### src/rtl/mem_pkg.sv
// Shared definitions for the memory-access stage.
//
// Contents:
//   SZ_B/SZ_H/SZ_W/SZ_D  access-size encoding (byte, half, word, dword)
//   state_t              stage FSM state
//   f_strobe             byte-enable pattern from size and lane offset
//   f_align_off          lane offset rounded down to the access size
package mem_pkg;

   localparam logic [1:0] SZ_B = 2'd0;
   localparam logic [1:0] SZ_H = 2'd1;
   localparam logic [1:0] SZ_W = 2'd2;
   localparam logic [1:0] SZ_D = 2'd3;

   typedef enum logic {
      ST_IDLE = 1'b0,
      ST_BUSY = 1'b1
   } state_t;

   // Eight-lane pattern; narrower buses take the low bits.
   function automatic logic [7:0] f_strobe(input logic [1:0] size, input logic [2:0] off);
      logic [7:0] ones;
      case (size)
         SZ_B:    ones = 8'h01;
         SZ_H:    ones = 8'h03;
         SZ_W:    ones = 8'h0F;
         default: ones = 8'hFF;
      endcase
      return ones << off;
   endfunction

   function automatic logic [2:0] f_align_off(input logic [1:0] size, input logic [2:0] off);
      logic [2:0] res;
      case (size)
         SZ_B:    res = off;
         SZ_H:    res = {off[2:1], 1'b0};
         SZ_W:    res = {off[2], 2'b00};
         default: res = 3'b000;
      endcase
      return res;
   endfunction

endpackage

### src/rtl/mem_access_stage_lane_align.sv
// mem_lane_align: combinational lane steering for the memory-access stage.
//
// Ports:
//   i_ld_size, i_ld_signed, i_ld_off  load size, sign-extend flag, lane offset
//   i_rdata                           full-width read data
//   o_ld_data                         extracted and extended load data
//   i_st_size, i_st_data              store size and right-justified data
//   o_st_data                         store data replicated across lanes
module mem_lane_align
   import mem_pkg::*;
#(
   parameter int DATA_W = 32,
   localparam int OFF_W = $clog2(DATA_W / 8)
) (
   input  logic [1:0]        i_ld_size,
   input  logic              i_ld_signed,
   input  logic [OFF_W-1:0]  i_ld_off,
   input  logic [DATA_W-1:0] i_rdata,
   output logic [DATA_W-1:0] o_ld_data,
   input  logic [1:0]        i_st_size,
   input  logic [DATA_W-1:0] i_st_data,
   output logic [DATA_W-1:0] o_st_data
);

   logic [DATA_W-1:0] w_shift;
   logic [DATA_W-1:0] w_keep;
   logic              w_ext;

   // Shift the addressed lane to bit 0, keep size-many low bytes and fill the
   // rest with the sign (or zero).
   always_comb begin
      w_shift = i_rdata >> {i_ld_off, 3'b000};
      w_keep  = {DATA_W{1'b1}};
      w_ext   = 1'b0;
      case (i_ld_size)
         SZ_B: begin
            w_keep = {DATA_W{1'b1}} >> (DATA_W - 8);
            w_ext  = w_shift[7];
         end
         SZ_H: begin
            w_keep = {DATA_W{1'b1}} >> (DATA_W - 16);
            w_ext  = w_shift[15];
         end
         SZ_W: begin
            w_keep = {DATA_W{1'b1}} >> (DATA_W - 32);
            w_ext  = w_shift[31];
         end
         default: begin
            w_keep = {DATA_W{1'b1}};
            w_ext  = w_shift[DATA_W-1];
         end
      endcase
      o_ld_data = (w_shift & w_keep) | ({DATA_W{i_ld_signed & w_ext}} & ~w_keep);
   end

   always_comb begin
      o_st_data = '0;
      case (i_st_size)
         SZ_B: for (int i = 0; i < DATA_W / 8; i++)  o_st_data[i*8 +: 8]   = i_st_data[7:0];
         SZ_H: for (int i = 0; i < DATA_W / 16; i++) o_st_data[i*16 +: 16] = i_st_data[15:0];
         SZ_W: for (int i = 0; i < DATA_W / 32; i++) o_st_data[i*32 +: 32] = i_st_data[31:0];
         default: o_st_data = i_st_data;
      endcase
   end

endmodule

### src/rtl/mem_access_stage.sv
// mem_access_stage: memory-access pipeline stage between EXU and WBU.
// Accepts one instruction per valid/ready handshake, runs loads/stores on a
// req/ack data bus with any number of wait states, and emits a one-cycle
// writeback beat. ALU-only instructions bypass the bus with 1-cycle latency.
//
// Optional feature macro: MEM_MISALIGN_EXC_EN
//   defined   -> misaligned accesses are not issued; exc_valid/exc_addr report them
//   undefined -> misaligned addresses are truncated to size alignment
//
// Ports:
//   clk, rst                      clock, async active-low reset
//   in_*                          EXU instruction + handshake
//   mem_req/we/addr/wdata/wstrb   data-memory request
//   mem_ack, mem_rdata            data-memory response
//   exc_valid, exc_addr           misalignment report (macro only)
//   wb_valid/data/addr/wr         writeback beat to WBU
//
// state   | meaning
// IDLE    | ready for EXU; ALU-only ops retire from here
// BUSY    | memory request outstanding, waiting for mem_ack
module mem_access_stage
   import mem_pkg::*;
#(
   parameter int DATA_W = 32,
   parameter int ADDR_W = 32,
   parameter int REG_AW = 5
) (
   input  logic                  clk,
   input  logic                  rst,
   input  logic                  in_valid,
   output logic                  in_ready,
   input  logic [DATA_W-1:0]     in_regc_data,
   input  logic [REG_AW-1:0]     in_regc_addr,
   input  logic                  in_regc_wr,
   input  logic                  in_mem_rd,
   input  logic                  in_mem_wr,
   input  logic [ADDR_W-1:0]     in_mem_addr,
   input  logic [DATA_W-1:0]     in_mem_data,
   input  logic [1:0]            in_size,
   input  logic                  in_signed,
   output logic                  mem_req,
   output logic                  mem_we,
   output logic [ADDR_W-1:0]     mem_addr,
   output logic [DATA_W-1:0]     mem_wdata,
   output logic [DATA_W/8-1:0]   mem_wstrb,
   input  logic                  mem_ack,
   input  logic [DATA_W-1:0]     mem_rdata,
`ifdef MEM_MISALIGN_EXC_EN
   output logic                  exc_valid,
   output logic [ADDR_W-1:0]     exc_addr,
`endif
   output logic                  wb_valid,
   output logic [DATA_W-1:0]     wb_data,
   output logic [REG_AW-1:0]     wb_addr,
   output logic                  wb_wr
);

   localparam int STRB_W = DATA_W / 8;
   localparam int OFF_W  = $clog2(STRB_W);

   state_t              r_state;
   state_t              w_state_nxt;

   logic                r_we;
   logic [ADDR_W-1:0]   r_addr;
   logic [DATA_W-1:0]   r_wdata;
   logic [STRB_W-1:0]   r_wstrb;
   logic [1:0]          r_size;
   logic                r_signed;
   logic [OFF_W-1:0]    r_off;
   logic [REG_AW-1:0]   r_rd;
   logic                r_rd_wr;
   logic [DATA_W-1:0]   r_alu;

   logic                r_wb_valid;
   logic [DATA_W-1:0]   r_wb_data;
   logic [REG_AW-1:0]   r_wb_addr;
   logic                r_wb_wr;

   logic                w_xfer;
   logic                w_is_mem;
   logic                w_misalign;
   logic                w_ack;
   logic [2:0]          w_off3;
   logic [2:0]          w_aoff3;
   logic [OFF_W-1:0]    w_aoff;
   logic [7:0]          w_strb8;
   logic [DATA_W-1:0]   w_ld_data;
   logic [DATA_W-1:0]   w_st_data;

   assign w_xfer   = in_valid && (r_state == ST_IDLE);
   assign w_is_mem = in_mem_rd | in_mem_wr;
   assign w_ack    = (r_state == ST_BUSY) && mem_ack;

   assign w_off3  = 3'(in_mem_addr[OFF_W-1:0]);
   assign w_aoff3 = f_align_off(in_size, w_off3);
   assign w_aoff  = w_aoff3[OFF_W-1:0];
   assign w_strb8 = f_strobe(in_size, w_aoff3);

`ifdef MEM_MISALIGN_EXC_EN
   assign w_misalign = (w_aoff3 != w_off3);
`else
   assign w_misalign = 1'b0;
`endif

   mem_lane_align #(
      .DATA_W (DATA_W)
   ) u_align (
      .i_ld_size   (r_size),
      .i_ld_signed (r_signed),
      .i_ld_off    (r_off),
      .i_rdata     (mem_rdata),
      .o_ld_data   (w_ld_data),
      .i_st_size   (in_size),
      .i_st_data   (in_mem_data),
      .o_st_data   (w_st_data)
   );

   always_ff @(posedge clk or negedge rst) begin
      if (!rst) r_state <= ST_IDLE;
      else      r_state <= w_state_nxt;
   end

   always_comb begin
      w_state_nxt = r_state;
      in_ready    = 1'b0;
      case (r_state)
         ST_IDLE: begin
            in_ready = 1'b1;
            if (w_xfer && w_is_mem && !w_misalign) w_state_nxt = ST_BUSY;
         end
         ST_BUSY: begin
            if (mem_ack) w_state_nxt = ST_IDLE;
         end
         default: w_state_nxt = ST_IDLE;
      endcase
   end

   // Request fields are captured at acceptance so the bus sees stable values
   // for however many wait states the memory inserts.
   always_ff @(posedge clk or negedge rst) begin
      if (!rst) begin
         r_we     <= 1'b0;
         r_addr   <= '0;
         r_wdata  <= '0;
         r_wstrb  <= '0;
         r_size   <= SZ_B;
         r_signed <= 1'b0;
         r_off    <= '0;
         r_rd     <= '0;
         r_rd_wr  <= 1'b0;
         r_alu    <= '0;
      end else if (w_xfer && w_is_mem && !w_misalign) begin
         r_we     <= in_mem_wr;
         r_addr   <= {in_mem_addr[ADDR_W-1:OFF_W], {OFF_W{1'b0}}};
         r_wdata  <= w_st_data;
         r_wstrb  <= in_mem_wr ? w_strb8[STRB_W-1:0] : {STRB_W{1'b1}};
         r_size   <= in_size;
         r_signed <= in_signed;
         r_off    <= w_aoff;
         r_rd     <= in_regc_addr;
         r_rd_wr  <= in_regc_wr;
         r_alu    <= in_regc_data;
      end
   end

   always_ff @(posedge clk or negedge rst) begin
      if (!rst) begin
         r_wb_valid <= 1'b0;
         r_wb_data  <= '0;
         r_wb_addr  <= '0;
         r_wb_wr    <= 1'b0;
`ifdef MEM_MISALIGN_EXC_EN
         exc_valid  <= 1'b0;
         exc_addr   <= '0;
`endif
      end else begin
         r_wb_valid <= 1'b0;
`ifdef MEM_MISALIGN_EXC_EN
         exc_valid  <= 1'b0;
`endif
         if (w_ack) begin
            r_wb_valid <= 1'b1;
            r_wb_data  <= r_we ? r_alu : w_ld_data;
            r_wb_addr  <= r_rd;
            r_wb_wr    <= r_rd_wr & ~r_we;
         end else if (w_xfer && !w_is_mem) begin
            r_wb_valid <= 1'b1;
            r_wb_data  <= in_regc_data;
            r_wb_addr  <= in_regc_addr;
            r_wb_wr    <= in_regc_wr;
         end
`ifdef MEM_MISALIGN_EXC_EN
         else if (w_xfer && w_misalign) begin
            // Faulting access retires as a non-writing beat alongside the report.
            r_wb_valid <= 1'b1;
            r_wb_data  <= in_regc_data;
            r_wb_addr  <= in_regc_addr;
            r_wb_wr    <= 1'b0;
            exc_valid  <= 1'b1;
            exc_addr   <= in_mem_addr;
         end
`endif
      end
   end

   // mem_req decodes straight from state so an async reset drops it at once.
   assign mem_req   = (r_state == ST_BUSY);
   assign mem_we    = r_we & mem_req;
   assign mem_addr  = r_addr;
   assign mem_wdata = r_wdata;
   assign mem_wstrb = r_wstrb;

   assign wb_valid  = r_wb_valid;
   assign wb_data   = r_wb_data;
   assign wb_addr   = r_wb_addr;
   assign wb_wr     = r_wb_wr;

endmodule

### config.mk
export PLATFORM = sky130hd
export DESIGN_NAME = mem_access_stage
export DESIGN_NICKNAME = d
export VERILOG_FILES = /design/src/rtl/mem_pkg.sv /design/src/rtl/mem_access_stage_lane_align.sv /design/src/rtl/mem_access_stage.sv
export SDC_FILE = /design/constraint.sdc
export NUM_CORES = 1
export LEC_CHECK = 0
export CAP_MARGIN = 0
export CORE_UTILIZATION = 46
export DETAILED_ROUTE_END_ITERATION = 10
export PLACE_DENSITY_LB_ADDON = 0.25
export SETUP_SLACK_MARGIN = 0.3
export SLEW_MARGIN = 20
export SYNTH_ARGS = -nofsm -noshare
export SYNTH_HDL_FRONTEND = slang
export SYNTH_SLANG_ARGS = --single-unit
### constraint.sdc
create_clock -name clk -period 2.2 [get_ports clk]
set_input_delay 0.55 -clock clk [delete_from_list [all_inputs] [get_ports clk]]
set_output_delay 0.55 -clock clk [all_outputs]
set_load 0.05 [all_outputs]
==> impl_metrics.py, run 1 <==
metrics = {
    "clocking": {
        "insertion_delay_ns": 0.42,
        "cts-root-buf": "clkbuf_16",
        "cts_tree": "yes",
        "cts.htree.levels": 4,
        "cts-buffers-inserted": 17,
        "clockBufferDepth": 2,
        "cts_sinks": 150,
        "clk_pin_slew_ns": 0.07,
    },
    "synthesis": {
        "synthTopCellsByArea": "dfrtp_1 53%, nand2_1 16%, mux2i_1 6.7%, o21ai_0 2.7%, a21oi_1 2.4%",
        "synthCells": 789,
        "synth_top_cell_area_share": 0.525,
        "ys_warn_count": 0,
        "ys_types": 42,
        "synth-main-ff-cell": "dfrtp_1",
        "yosys_register_bits": 150,
        "synth-edff-count": 0,
        "syn_area_per_cell_um2": 9.06,
        "synth_top_cell_by_area": "dfrtp_1",
        "async_reset_ff_frac": 1.00,
        "syn-cell-area_um2": 7150,
        "ys_seq_area_frac": 0.525,
    },
    "sta": {
        "fin_crit_sh": 0.862,
        "fmax_ghz": 0.527,
        "worst_slew_pin_slew_ns": 0.564,
        "finalCriticalPeriod_ns": 1.90,
        "fin_setup_tns_ns": 0,
        "relSlewSlack": 0.623,
        "final-setup-viol-count": 0,
        "rsz0062_at_grt": "yes",
        "hold_viol": 0,
        "final.setup_skew_ns": 0.00858,
        "drv_slew": 0,
    },
    "placement": {
        "hpwl_um": 14900,
        "portBuffers": 250,
        "gp_congestion": 0.847,
        "place_inst": 1204,
    },
    "layout": {
        "n_antenna_cell": 0,
        "mostFrequentLayoutCell": "nand2_1",
        "drive_gt1_frac": 0.118,
        "mostFrequentLayoutCells": "311 x nand2_1, 149 x dfrtp_1, 139 x clkdlybuf4s50_1",
        "fin_nets": 1181,
        "stdcell_count": 1239,
        "syn2layout_area_growth_pct": 47.4,
        "n_fill_cell": 1233,
    },
    "power_and_ir_drop": {
        "internal_power_w": 0.00656,
        "switching_share": 0.430,
        "seqPwrFrac": 0.341,
        "p_per_area_nw_per_um2": 1090,
        "peakVddDrop_uv": 662,
        "p_switching_w": 0.00495,
        "leakagePower_nw": 5.04,
        "p_comb_frac": 0.420,
        "p_clk_frac": 0.239,
    },
    "grt": {
        "grt_max_degree": 71,
        "grt_usage": 0.283,
        "grt_antenna_before_repair": 0,
        "grt_pass1_wl_um": 35100,
        "grt_pass1_vias": 6697,
        "grt_overflow": 0,
    },
    "drt": {
        "dr.pass1.iters": 7,
        "drc": 0,
        "detail-route-antenna-nets": 0,
        "drt-initial-drc-count": 534,
        "viasPerCell": 5.35,
        "wire_per_inst_um": 17.8,
        "wirelength_um": 22000,
        "vias": 6629,
    },
    "setup_path": {
        "path_class": "input port to flop",
        "end_kind": "flop",
        "arrival_ns": 2.20,
        "critPathMaxFanout": 8,
        "required_ns": 2.51,
        "start_kind": "input port",
    },
    "job": {
        "drv_cap": 0,
    },
    "die": {
        "initial_core_util": 0.470,
        "io_pins": 253,
        "die_area_um2": 16000,
        "die_y_um": 127,
        "core_um2": 15200,
        "die_x_um": 127,
        "rows": 45,
    },
    "status": {
        "status": "completed",
    },
    "hold_path": {
        "min_path_type": "input port to async pin",
    },
}
==> synthesized netlist by cell type, types with 2 or more instances <==
master    count
inv_1         2
dfrtp_1     150
nand2_1     312
mux2i_1      48
nor2_1       26
a221oi_1     16
o22ai_1       7
a32oi_1       7
a211o_1       8
a21oi_1      34
buf_6         4
o21ai_0      38
nor3b_1      16
mux2_2        8
buf_1         6
nor2b_1      13
buf_4         4
a21o_1        8
a211oi_1      7
a31oi_1       9
buf_2        13
clkbuf_1     31
o21a_1        3
==> worst max-delay path, stage by stage <==
cell and delay, ns:
clkdlybuf4s50_1 0.50, mux2i_2 0.24, nor3_2 0.09, buf_4 0.14
o41a_4 0.49, a21o_1 0.19
==> cell families (layout without fill, tap and decap cells) <==
logic type / count (synthesis) / after routing / synth area share
mux: 57 / 57 / 0.0819
buf+inv: 60 / 321 / 0.0401
flops: 150 / 150 / 0.525
xor+xnor: 1 / 1 / 0.00123
simple gates: 379 / 379 / 0.222
compound gates: 141 / 141 / 0.129
other cells: 1 / 2 / 0.000525
==> repair_timing <==
item	4_1_cts	5_1_grt
hold buffers	0	0
pin swaps	3	10
resized for setup	115	86
gates cloned	1	1
setup endpoints to repair	141	88
buffers inserted	1	0
==> power groups by stage <==
| stage | Combinational (W) | Clock (W) | Sequential, W |
|---|---|---|---|
| 6_report | 0.00483 | 0.00275 | 0.00393 |
| 3_3_place_gp | 0.00506 | 0 | 0.00395 |
| 5_1_grt | 0.00513 | 0.00292 | 0.00400 |
| 3_5_place_dp | 0.00511 | 0 | 0.00396 |
| 4_1_cts | 0.00478 | 0.00279 | 0.00391 |
| 2_1_floorplan | 0.00131 | 0 | 0.00580 |
==> flip-flops by register name, indices dropped and copies added, names as in the netlist <==
| register | flops |
|---|---|
| r_alu | 32 |
| wb_wr | 1 |
| r_rd | 5 |
| mem_wdata | 32 |
| wb_valid | 1 |
| mem_wstrb | 4 |
| wb_data | 32 |
| wb_addr | 5 |
| mem_addr | 30 |
| mem_req | 1 |
| r_signed | 1 |
| r_size | 2 |
| r_off | 2 |
| r_we | 1 |
| r_rd_wr | 1 |
==> final timing paths <==
path / startpoint / end / slack [ns] / cells after the start
min: rst / mem_addr[31]$_DFFE_PN0P_ / 0.06 / 1
min in group clk: mem_addr[23]$_DFFE_PN0P_ / mem_addr[23]$_DFFE_PN0P_ / 0.47 / 2
min reg2reg: mem_addr[23]$_DFFE_PN0P_ / mem_addr[23]$_DFFE_PN0P_ / 0.47 / 2
max: mem_rdata[31] / wb_data[15]$_DFFE_PN0P_ / 0.30 / 6
max in group asynchronous: rst / mem_req$_DFF_PN0_ / 1.51 / 2
max reg2reg: r_off[1]$_DFFE_PN0P_ / wb_data[15]$_DFFE_PN0P_ / 0.39 / 5
==> final cells by class <==
cell class / instances / area (µm²) / share of cell area
tap: 188 / 235 / 0.0223
clock inverter: 11 / 88.8 / 0.00843
clock buffer: 21 / 470 / 0.0447
multi-input combinational: 580 / 3180 / 0.302
sequential: 150 / 3750 / 0.356
timing repair buffer: 287 / 2800 / 0.265
inverter: 2 / 7.51 / 0.000713
==> through the flow <==
stage / total power, W / hold WS [ns] / area, µm² / setup slack [ns] / utilization
after detailed placement: 0.00907 / 0.462 / 9980 / -0.340 / 0.657
after floorplan: 0.00711 / 0.254 / 7150 / 0.305 / -
after global placement: 0.00900 / 0.453 / 9980 / -0.290 / 0.657
after global routing: 0.0121 / 0.0762 / 10500 / 0.284 / 0.693
final: 0.0115 / 0.0636 / 10500 / 0.304 / 0.693
after CTS: 0.0115 / 0.0640 / 10500 / 0.283 / 0.689
==> routing by layer <==
metal,GRT usage,vias up,share of wire
met1,0.354,3142,0.41
li1,-,3150,-
met4,0.0966,0,0.015
met2,0.457,311,0.48
met3,0.101,26,0.10
met5,0,-,0
Note: power is estimated with default switching activity, not from simulation.
==> inputs of run 2 (changes only) <==
Settings changed: SYNTH_HIERARCHICAL from default to 1.
==> impl_metrics.py, run 2 <==
metrics = {
    "drt": {
        "wirelength_um": 21400,
        "vias": 5981,
        "wire_per_inst_um": 19.7,
        "drc": 0,
        "detail-route-antenna-nets": 0,
        "drt-initial-drc-count": 457,
        "viasPerCell": 5.52,
        "dr.pass1.iters": 5,
    },
    "power_and_ir_drop": {
        "switching_share": 0.409,
        "p_clk_frac": 0.250,
        "leakagePower_nw": 4.82,
        "p_comb_frac": 0.429,
        "seqPwrFrac": 0.320,
        "total_power_w": 0.0125,
        "peakVddDrop_uv": 725,
        "p_per_area_nw_per_um2": 1120,
        "p_switching_w": 0.00510,
        "internal_power_w": 0.00737,
    },
    "clocking": {
        "cts-root-buf": "clkbuf_16",
        "cts_sinks": 150,
        "cts.htree.levels": 4,
        "insertion_delay_ns": 0.42,
        "cts_tree": "yes",
        "clockBufferDepth": 2,
        "cts-buffers-inserted": 17,
        "clk_pin_slew_ns": 0.07,
    },
    "setup_path": {
        "ff2ff_path_depth": 7,
        "rrSetupSlack_ns": 0.28,
        "r2r_end": "wb_data[14]$_DFFE_PN0P_",
        "crit_start": "r_off[1]$_DFFE_PN0P_",
        "path_class": "flop to flop",
        "start_kind": "flop",
        "required_ns": 2.49,
        "arrival_ns": 2.22,
        "critPathMaxFanout": 6,
        "end_kind": "flop",
        "r2r-start": "r_off[1]$_DFFE_PN0P_",
        "crit_path_end": "wb_data[14]$_DFFE_PN0P_",
    },
    "sta": {
        "fin_setup_tns_ns": 0,
        "worst_slew_pin_slew_ns": 0.838,
        "fin_crit_sh": 0.874,
        "whs_ns": 0.00990,
        "drv_slew": 0,
        "finalCriticalPeriod_ns": 1.92,
        "hold_viol": 0,
        "fmax_ghz": 0.520,
        "relSlewSlack": 0.439,
        "final.setup_skew_ns": 0.0108,
        "final-setup-viol-count": 0,
        "rsz0062_at_grt": "yes",
    },
    "hold_path": {
        "min_path_type": "input port to async pin",
    },
    "layout": {
        "drive_gt1_frac": 0.202,
        "mostFrequentLayoutCells": "146 x dfrtp_1, 141 x clkdlybuf4s50_1, 84 x mux2_1",
        "mostFrequentLayoutCell": "dfrtp_1",
        "n_antenna_cell": 0,
        "fin_area_um2": 11100,
        "syn2layout_area_growth_pct": 49.6,
        "fin_nets": 997,
    },
    "placement": {
        "portBuffers": 250,
        "hpwl_um": 15300,
        "placed_area_um2": 10300,
        "gp_congestion": 0.895,
    },
    "synthesis": {
        "synth-edff-count": 0,
        "syn_area_per_cell_um2": 12.5,
        "synthCells": 592,
        "synth-main-ff-cell": "dfrtp_1",
        "ys_seq_area_frac": 0.506,
        "synthTopCellsByArea": "dfrtp_1 51%, mux2_1 13%, mux2_2 8.1%, mux2i_1 7.2%, a221o_1 4.3%",
        "synth_top_cell_by_area": "dfrtp_1",
        "async_reset_ff_frac": 1.00,
        "yosysMostFrequentCell": "dfrtp_1",
        "ys_types": 42,
        "synth_common_cells": "150 x dfrtp_1, 84 x mux2_1, 53 x mux2_2, 53 x mux2i_1, 44 x nor2_1",
        "syn-cell-area_um2": 7410,
        "ys_warn_count": 6,
        "synth_top_cell_area_share": 0.506,
        "yosys_register_bits": 150,
    },
    "grt": {
        "grt_overflow": 0,
        "grt_usage": 0.258,
        "grt_pass1_vias": 6156,
        "grt_pass1_wl_um": 32700,
        "grt_max_degree": 58,
        "grt_antenna_before_repair": 1,
    },
    "die": {
        "die_y_um": 129,
        "die_x_um": 129,
        "die_area_um2": 16600,
        "initial_core_util": 0.468,
        "core_um2": 15800,
        "rows": 46,
        "io_pins": 253,
    },
    "status": {
        "status": "completed",
    },
    "job": {
        "drv_cap": 0,
    },
}
run 2: cell types whose count changed after synthesis, moves of 10 or more:
cell	change
mux2_1	+84
nand2_1	-288
mux2_2	+45
buf_2	+11
nor3b_1	-14
a221o_1	+32
a21oi_1	-17
nor2_1	+18
clkbuf_1	-22
nand3_1	+10
o21ai_0	-22
run 2: logic make-up after synthesis:
kind of cell / Yosys count / synth area share
simple gates: 104 / 0.0717
flops: 150 / 0.506
xor+xnor: 1 / 0.00118
other cells: 1 / 0.000506
compound gates: 88 / 0.0935
buf+inv: 57 / 0.0451
mux: 191 / 0.282
run 2: worst min path at each step:
stage	depth (start not counted)	start	to	slack, ns
after global routing	1	rst	r_alu[3]$_DFFE_PN0P_	0.02
after global placement	1	rst	wb_data[3]$_DFFE_PN0P_	0.46
final	1	rst	r_alu[4]$_DFFE_PN0P_	0.01
after detailed placement	1	rst	wb_data[3]$_DFFE_PN0P_	0.46
after floorplan	0	rst	mem_addr[10]$_DFFE_PN0P_	0.25
after CTS	1	rst	wb_data[3]$_DFFE_PN0P_	0.01
run 2: final cells by class:
| cell class | instances | area (µm²) |
|---|---|---|
| fill | 1146 | 4740 |
| sequential | 150 | 3760 |
| multi-input combinational | 387 | 3520 |
| timing repair buffer | 293 | 2900 |
| clock buffer | 18 | 429 |
| tap | 216 | 270 |
| clock inverter | 14 | 200 |
| inverter | 5 | 21.3 |
run 2: routing by layer:
metal / vias to the layer above / part of all wire / GRT usage
li1: 2711 / - / -
met1: 2988 / 0.40 / 0.319
met2: 251 / 0.49 / 0.425
met3: 29 / 0.084 / 0.0857
met4: 2 / 0.017 / 0.0879
met5: - / 0.00061 / 0
run 2: power groups by stage:
| stage | logic [W] | clock network [W] | registers (W) |
|---|---|---|---|
| 2_1_floorplan | 0.00156 | 0 | 0.00595 |
| 3_3_place_gp | 0.00549 | 0 | 0.00400 |
| 3_5_place_dp | 0.00556 | 0 | 0.00404 |
| 4_1_cts | 0.00526 | 0.00316 | 0.00398 |
| 5_1_grt | 0.00563 | 0.00327 | 0.00409 |
| 6_report | 0.00536 | 0.00312 | 0.00399 |
run 2: what timing repair did:
item	CTS	global route
endpoints found under the setup margin	132	69
gates cloned	0	2
resized for setup	119	66
setup buffers	2	1
pin swaps	1	16
hold buffers	0	0
run 2: critical path: stages, from the launching register on:
cell and delay (ns):
dfrtp_2 0.49, buf_12 0.15, mux2_2 0.36, a221oi_2 0.27, a21oi_1 0.08, mux2i_1 0.14
nor2_1 0.05, a221o_1 0.26
run 2: through the flow:
stage	util	std cells	worst slack, ns
after floorplan	-	593	0.286
final	0.701	1083	0.277
after global placement	0.653	1046	-0.142
after detailed placement	0.653	1046	-0.148
after global routing	0.701	1083	0.199
after CTS	0.690	1080	0.195
==> inputs of run 3 (changes only) <==
Settings changed: ABC_CLOCK_PERIOD_IN_PS from default to 2200, CORE_UTILIZATION 46 to 40.
==> impl_metrics.py, run 3 (synthesis gave the netlist of run 2 again) <==
metrics = {
    "clocking": {
        "insertion_delay_ns": 0.42,
        "hold_buffers": 0,
        "cts_sinks": 150,
        "cts-buffers-inserted": 17,
        "clockBufferDepth": 2,
        "cts_tree": "yes",
        "cts-root-buf": "clkbuf_16",
        "clk_pin_slew_ns": 0.07,
        "cts.htree.levels": 4,
    },
    "placement": {
        "post-place-ws_ns": -0.197,
        "portBuffers": 250,
        "gp_congestion": 0.864,
        "hpwl_um": 15400,
    },
    "grt": {
        "grt_busiest_layer": "met2",
        "grt_pass1_wl_um": 35400,
        "use_met1": 0.302,
        "grt_usage": 0.238,
        "grt_overflow": 0,
        "met3_usage": 0.0752,
        "grt_max_degree": 50,
        "grt_antenna_before_repair": 0,
        "use_met2": 0.387,
        "grt_pass1_vias": 6308,
    },
    "setup_path": {
        "ff2ff_path_depth": 7,
        "arrival_ns": 2.21,
        "start_kind": "flop",
        "worst-path-buf-inv": 1,
        "cp_top_family": "compound AO/OA/AOI/OAI gates",
        "r2r-start": "r_off[1]$_DFFE_PN0P_",
        "critPathMaxFanout": 11,
        "path_class": "flop to flop",
        "end_kind": "flop",
        "slowest_delay_ns": 0.42,
        "rrSetupSlack_ns": 0.28,
        "crit_slowest_cell": "dfrtp_2",
        "required_ns": 2.49,
        "path_cells": "buf_12 > mux2_4 > a31oi_4 > a21oi_1 > mux2i_1 > nor2_1 > a221o_1",
        "r2r_end": "wb_data[9]$_DFFE_PN0P_",
    },
    "drt": {
        "wirelength_um": 21700,
        "vias": 5953,
        "wire_per_inst_um": 19.9,
        "drt-initial-drc-count": 264,
        "drc": 30,
        "viasPerCell": 5.46,
        "detail-route-antenna-nets": 0,
        "dr.pass1.iters": 8,
    },
    "status": {
        "failed_checks": "design-rule violations",
        "status": "finished with violations",
    },
    "sta": {
        "drv_slew": 0,
        "finalCriticalPeriod_ns": 1.92,
        "rsz0062_at_grt": "yes",
        "final.setup_skew_ns": 0.0156,
        "worst_slew_pin_slew_ns": 0.704,
        "hold_viol": 0,
        "fmax_ghz": 0.521,
        "relSlewSlack": 0.529,
        "final-setup-viol-count": 0,
        "timing.final.ws_setup_ns": 0.281,
        "fin_crit_sh": 0.872,
    },
    "die": {
        "core_um2": 18100,
        "die_area_um2": 19100,
        "die_x_um": 138,
        "rows": 49,
        "die_y_um": 138,
        "io_pins": 253,
        "initial_core_util": 0.410,
    },
    "job": {
        "drv_cap": 0,
    },
    "power_and_ir_drop": {
        "peakVddDrop_uv": 534,
        "leakagePower_nw": 4.74,
        "total_power_w": 0.0122,
        "p_per_area_nw_per_um2": 1120,
    },
    "layout": {
        "mostFrequentLayoutCells": "147 x dfrtp_1, 139 x clkdlybuf4s50_1, 84 x mux2_1",
        "mostFrequentLayoutCell": "dfrtp_1",
        "n_antenna_cell": 0,
        "syn2layout_area_growth_pct": 47.6,
        "seqCellArea_um2": 3760,
        "fin_nets": 993,
        "multi_input_area_um2": 3430,
        "n_fill_cell": 1450,
        "drive_gt1_frac": 0.191,
        "fin_util": 0.605,
    },
    "hold_path": {
        "min_path_type": "input port to async pin",
    },
}
## run 3: cell count changes in the layout (fill, tap and decap cells not counted), sizes merged, moves of 2 or more
cell and delta:
dlygate4sd2 -11, clkdlybuf4s15 +9, clkbuf +4, buf -3, clkdlybuf4s50 -2
## run 3: area by class of cell
class,instances,share of cell area
Inverter,5,0.00194
Clock inverter,12,0.0140
Multi-Input combinational cell,387,0.313
Tap cell,229,0.0262
Clock buffer,19,0.0405
Sequential cell,150,0.343
Timing Repair Buffer,289,0.261
## run 3: per-layer routing
layer / up-vias / wire length (µm)
met5: - / 0
met4: 0 / 302
met3: 28 / 1890
met2: 275 / 10400
met1: 2959 / 9140
li1: 2691 / -
## run 3: worst max-delay path by stage
stage                             start                 endpoint  slack, ns  cells after the start
6_report           r_off[1]$_DFFE_PN0P_   wb_data[9]$_DFFE_PN0P_       0.28                      7
3_5_place_dp              mem_rdata[23]   wb_data[9]$_DFFE_PN0P_      -0.20                      7
2_1_floorplan          r_we$_DFFE_PN0P_                   mem_we       0.29                      4
5_1_grt            r_off[1]$_DFFE_PN0P_  wb_data[17]$_DFFE_PN0P_       0.26                      8
4_1_cts        mem_wdata[9]$_DFFE_PN0P_             mem_wdata[9]       0.28                      1
3_3_place_gp              mem_rdata[23]   wb_data[8]$_DFFE_PN0P_      -0.14                      7
## run 3: power by group
| part | leakage [nW] | switching (W) | internal, W |
|---|---|---|---|
| sequential | 1.78 | 0.000460 | 0.00352 |
| combinational | 2.67 | 0.00341 | 0.00188 |
| clock | 0.293 | 0.00115 | 0.00181 |
## run 3: timing repair
item / CTS / global route
gates cloned: 2 / 0
setup buffers: 1 / 1
resized for setup: 112 / 73
endpoints found under the setup margin: 126 / 77
pin swaps: 1 / 3
## run 3: per-stage QoR
step                      instances  hold slack, ns  setup TNS [ns]  area [µm²]
final                          1091          0.0262               0       10900
after global routing           1091          0.0233               0       10900
after CTS                      1090          0.0199               0       10900
after detailed placement       1056           0.466           -2.21       10300
after global placement         1056           0.463           -1.65       10300
after floorplan                 593           0.254               0        7420
